## src/rtl/updown_counter_mod.sv

```systemverilog
// Up/down counter with programmable modulus, wrap/saturate mode and parallel load.
// Define UPDOWN_COUNTER_EDGE_DETECT_EN to step on rising edges of up/down only.
module updown_counter_mod #(
    parameter int WIDTH    = 4,
    parameter int MODULUS  = 16,
    parameter int SATURATE = 0
) (
    input  logic             clk,
    input  logic             reset,
    input  logic             en,
    input  logic             up,
    input  logic             down,
    input  logic             load,
    input  logic [WIDTH-1:0] load_value,
    output logic [WIDTH-1:0] count,
    output logic             at_zero,
    output logic             at_max,
    output logic             carry,
    output logic             borrow
);

    localparam logic [WIDTH:0] MAX = (WIDTH+1)'(MODULUS - 1);
    localparam logic [WIDTH:0] ONE = (WIDTH+1)'(1);

    logic [WIDTH-1:0] count_q, count_d;
    logic             carry_q, carry_d;
    logic             borrow_q, borrow_d;
    logic             up_req, dn_req;
    logic             step_up, step_dn;
    logic [WIDTH:0]   cnt_ext, lv_ext, clamp_v, inc_v, dec_v;

`ifdef UPDOWN_COUNTER_EDGE_DETECT_EN
    logic up_q, down_q;

    // History of the raw controls, sampled every cycle for edge detection
    always_ff @(posedge clk) begin
        if (reset) begin
            up_q   <= 1'b0;
            down_q <= 1'b0;
        end else begin
            up_q   <= up;
            down_q <= down;
        end
    end

    assign up_req = up & ~up_q;
    assign dn_req = down & ~down_q;
`else
    assign up_req = up;
    assign dn_req = down;
`endif

    // Opposing requests in the same cycle cancel into a hold
    assign step_up = up_req & ~dn_req;
    assign step_dn = dn_req & ~up_req;

    assign cnt_ext = {1'b0, count_q};
    assign lv_ext  = {1'b0, load_value};
    assign clamp_v = (lv_ext > MAX) ? MAX : lv_ext;
    assign inc_v   = cnt_ext + ONE;
    assign dec_v   = cnt_ext - ONE;

    // Next count and limit pulses: load beats an enabled step, else hold
    always_comb begin
        count_d  = count_q;
        carry_d  = 1'b0;
        borrow_d = 1'b0;
        if (load) begin
            count_d = clamp_v[WIDTH-1:0];
        end else if (en && step_up) begin
            if (cnt_ext == MAX) begin
                carry_d = 1'b1;
                count_d = (SATURATE != 0) ? count_q : '0;
            end else begin
                count_d = inc_v[WIDTH-1:0];
            end
        end else if (en && step_dn) begin
            if (cnt_ext == '0) begin
                borrow_d = 1'b1;
                count_d  = (SATURATE != 0) ? count_q : MAX[WIDTH-1:0];
            end else begin
                count_d = dec_v[WIDTH-1:0];
            end
        end
    end

    // Count and pulse registers with synchronous reset
    always_ff @(posedge clk) begin
        if (reset) begin
            count_q  <= '0;
            carry_q  <= 1'b0;
            borrow_q <= 1'b0;
        end else begin
            count_q  <= count_d;
            carry_q  <= carry_d;
            borrow_q <= borrow_d;
        end
    end

    assign count   = count_q;
    assign carry   = carry_q;
    assign borrow  = borrow_q;
    assign at_zero = (count_q == '0);
    assign at_max  = (cnt_ext == MAX);

endmodule
```

## config.mk

```make
export PLATFORM = sky130hd
export DESIGN_NAME = updown_counter_mod
export DESIGN_NICKNAME = d
export VERILOG_FILES = /design/src/rtl/updown_counter_mod.sv
export SDC_FILE = /design/constraint.sdc
export NUM_CORES = 1
export LEC_CHECK = 0
export CAP_MARGIN = 20
export CORE_AREA = 4 4 41 43
export DETAILED_ROUTE_END_ITERATION = 7
export DIE_AREA = 0 0 45 47
export GPL_TIMING_DRIVEN = 0
export PLACE_DENSITY = 0.63
export SYNTH_ARGS = -nofsm -noshare
export SYNTH_HDL_FRONTEND = slang
export SYNTH_SLANG_ARGS = --single-unit
```

## constraint.sdc

```tcl
create_clock -name clk -period 2.8 [get_ports clk]
set_input_delay 0.42 -clock clk [delete_from_list [all_inputs] [get_ports clk]]
set_output_delay 0.42 -clock clk [all_outputs]
set_load 0.005 [all_outputs]
```

==> run_results.csv <==
group,metric,value,unit
detailed_routing,wl,1095,µm
global_route,grt_pass1_vias,424,
sta,finalHoldViolations,0,
sta,worst_slack,0.6797,ns
sta,maxSlewHeadroom,75.27,%
die,dieArea,2115,µm²
die,coreArea,1301,µm²
cts,path_clk_slew,0.05,ns
power,vdd_drop_max,0.1692,mV
cells_and_area,final_common_cell,"clkdlybuf4s50_1",
setup_path,max_stage_delay,0.53,ns
cells_and_area,fin_cells,84,
sta,clock.fmax,471.6,MHz
sta,grt_setup_unrepaired,"no",
cts,postCtsHoldBufs,0,
setup_path,endpoint_kind,"output pin",
die,dieWidth,45,µm
detailed_routing,dr.pass1.iters,4,
die,top_level_ports,18,
placement,post_dp_cell_area,626.9,µm²
cts,ctsLongestPathBuffers,2,
cells_and_area,diodes,0,
yosys,ys_seq_area_share,26.82,%
power,finalPower,0.0002664,W
global_route,antenna_found_initial,0,
sta,setup-tns-final,0,ns
global_route,grt_max_degree,9,
placement,numPortBuffers,16,
cells_and_area,layout_common_cells,"16 x clkdlybuf4s50_1, 6 x dfxtp_1, 5 x inv_1, 4 x nand3b_1",
min_path,hold_depth,2,
die,rows,13,
sta,worst_pin_slew,0.3709,ns
power,leakage,0.2579,nW
detailed_routing,route.vias.total,454,
global_route,grt_pass1_wl,1821,µm
setup_path,arrival,1.70,ns
detailed_routing,vias_per_cell,5.405,
min_path,hold_path_startpoint,"count[1]",
detailed_routing,wl_per_cell,13.04,µm
detailed_routing,drt_iter0_markers,14,
sta,setup_viol,0,
setup_path,path_cells,"inv_1 > ha_1 > nor3b_4 > clkdlybuf4s50_1",
cts,htreeDepth,1,
yosys,postSynthCellCount,50,
detailed_routing,antenna_left,0,
yosys,synth_area,447.9,µm²
sta,period_minus_slack,2.120,ns
sta,fin_crit_sh,75.72,%
setup_path,worstSetupStartpointType,"flip-flop",
cts,postCtsSetupRepairBufs,0,
yosys,ys.warnings.count,0,
die,die_h,47,µm
cells_and_area,fin_nets,83,
setup_path,critical_path.startpoint,"count[0]",
cells_and_area,area_growth,44.97,%
setup_path,r2r_cells,6,
yosys,syn-num-nets,62,
setup_path,slowest_stage,"clkdlybuf4s50_1",
cts,insertion_delay,0.25,ns
sta,slew_viol_final,0,
setup_path,required,2.38,ns
placement,place_inst,81,
power,powerDensity,410.3,nW/µm²
placement,dp_slack,0.8559,ns
yosys,ys_seq_elements,6,
cells_and_area,final_area,649.4,µm²
die,initial_core_util,34.42,%
setup_path,worstSetupPathType,"flip-flop to output pin",
min_path,hold_path.class,"flip-flop to flip-flop",
cts,post_cts_resized,0,
placement,hpwl,819.3,µm
cells_and_area,drive_above_1_share,15.94,%
job,cap_viol_max_count,0,
cts,clockRootBuffer,"clkbuf_4",
sta,finClkSkew,0.008308,ns
yosys,syn_avg_cell_area,8.959,µm²
yosys,synth_cell_types,29,
cts,cts_tree,"built",
setup_path,r2r_start,"count[0]",
cts,cts_sinks,6,
run_status,status,"completed",
setup_path,path_max_fanout,8,
placement,gp_congestion,0.7340,
cts,cts_buffers,3,
global_route,grtUsageTotal,11.85,%
global_route,grt-ovfl-total,0,
detailed_routing,drc_errors,0,
-- state kept, by name, summed over array words and instances, names as in the netlist --
name    cells
count       4
borrow      1
carry       1
-- synthesized netlist by cell type --
cell type / number / area [µm²]
a2111o_1: 1 / 11.26
a211oi_1: 1 / 7.510
a21o_1: 1 / 7.510
a21oi_1: 3 / 15.01
a21oi_2: 2 / 17.52
a221oi_1: 1 / 8.760
a22oi_1: 1 / 7.510
a311oi_1: 2 / 17.52
a31oi_1: 1 / 6.260
and3_2: 1 / 7.510
buf_6: 1 / 11.26
clkbuf_1: 1 / 3.750
dfxtp_1: 6 / 120.1
ha_1: 2 / 25.02
inv_1: 5 / 18.77
nand2_1: 2 / 7.510
nand2b_1: 1 / 6.260
nand3_1: 1 / 5.000
nand3b_1: 4 / 30.03
nand3b_2: 1 / 11.26
nor2_1: 2 / 7.510
nor3_1: 2 / 10.01
nor3b_4: 1 / 18.77
nor4_1: 1 / 6.260
o21ba_2: 1 / 10.01
o21bai_1: 1 / 7.510
o41ai_2: 1 / 16.27
xnor2_1: 1 / 8.760
xor2_1: 2 / 17.52
-- through the flow --
stage	utilization (%)	hold WS, ns
finish	49.90	0.5926
global route	49.90	0.6415
CTS	49.90	0.5951
detailed placement	48.17	0.5854
global placement	48.17	0.5794
floorplan	-	0.4891
-- power breakdown --
| part | switching [W] | leakage [nW] | total (W) | internal (W) |
|---|---|---|---|---|
| Sequential | 0.00000964 | 0.0494 | 0.000101 | 0.0000913 |
| Combinational | 0.0000346 | 0.195 | 0.0000842 | 0.0000496 |
| Clock | 0.0000327 | 0.0138 | 0.0000813 | 0.0000486 |
| Total | 0.0000769 | 0.258 | 0.000266 | 0.000190 |
-- worst max-delay path, delay by kind of cell, from the launching register on --
kind,cells,cell delay [ns]
buf+inv,2,0.65
flops,1,0.37
simple gates,1,0.24
fa+ha+maj,1,0.19
-- layer usage --
layer,up-vias,part of all wire (%),global-route usage [%]
met5,-,0,0
met4,0,0.73,5.263
met3,2,9.4,3.831
met2,19,43,18.64
met1,206,46,14.77
li1,227,-,-
-- final cells by class --
| cell class | count | area (µm²) |
|---|---|---|
| flip-flops and latches | 6 | 120.1 |
| inverters | 5 | 18.77 |
| fillers | 138 | 651.9 |
| well taps | 15 | 18.77 |
| clock buffers | 3 | 22.52 |
| repair buffers | 16 | 160.2 |
| plain buffers | 2 | 15.01 |
| multi-input cells | 37 | 294.0 |
-- logic make-up (layout without fill, tap and decap cells) --
kind of cell,after synthesis,after routing,synth area share [%]
XOR/XNOR,3,3,5.867
AO/OA/AOI/OAI,16,16,29.61
flip-flops,6,6,26.82
AND/OR/NAND/NOR,16,16,24.58
adder cells (fa/ha/maj),2,2,5.586
buffers and inverters,7,26,7.541
-- path summary, 6_finish.rpt --
kind | endpoint | slack, ns
hold / removal | count[1] | 0.59
setup / recovery | at_zero | 0.68
setup reg to reg | count[3] | 1.16
hold reg to reg | count[1] | 0.59
Power figures use the tool's default switching activity.
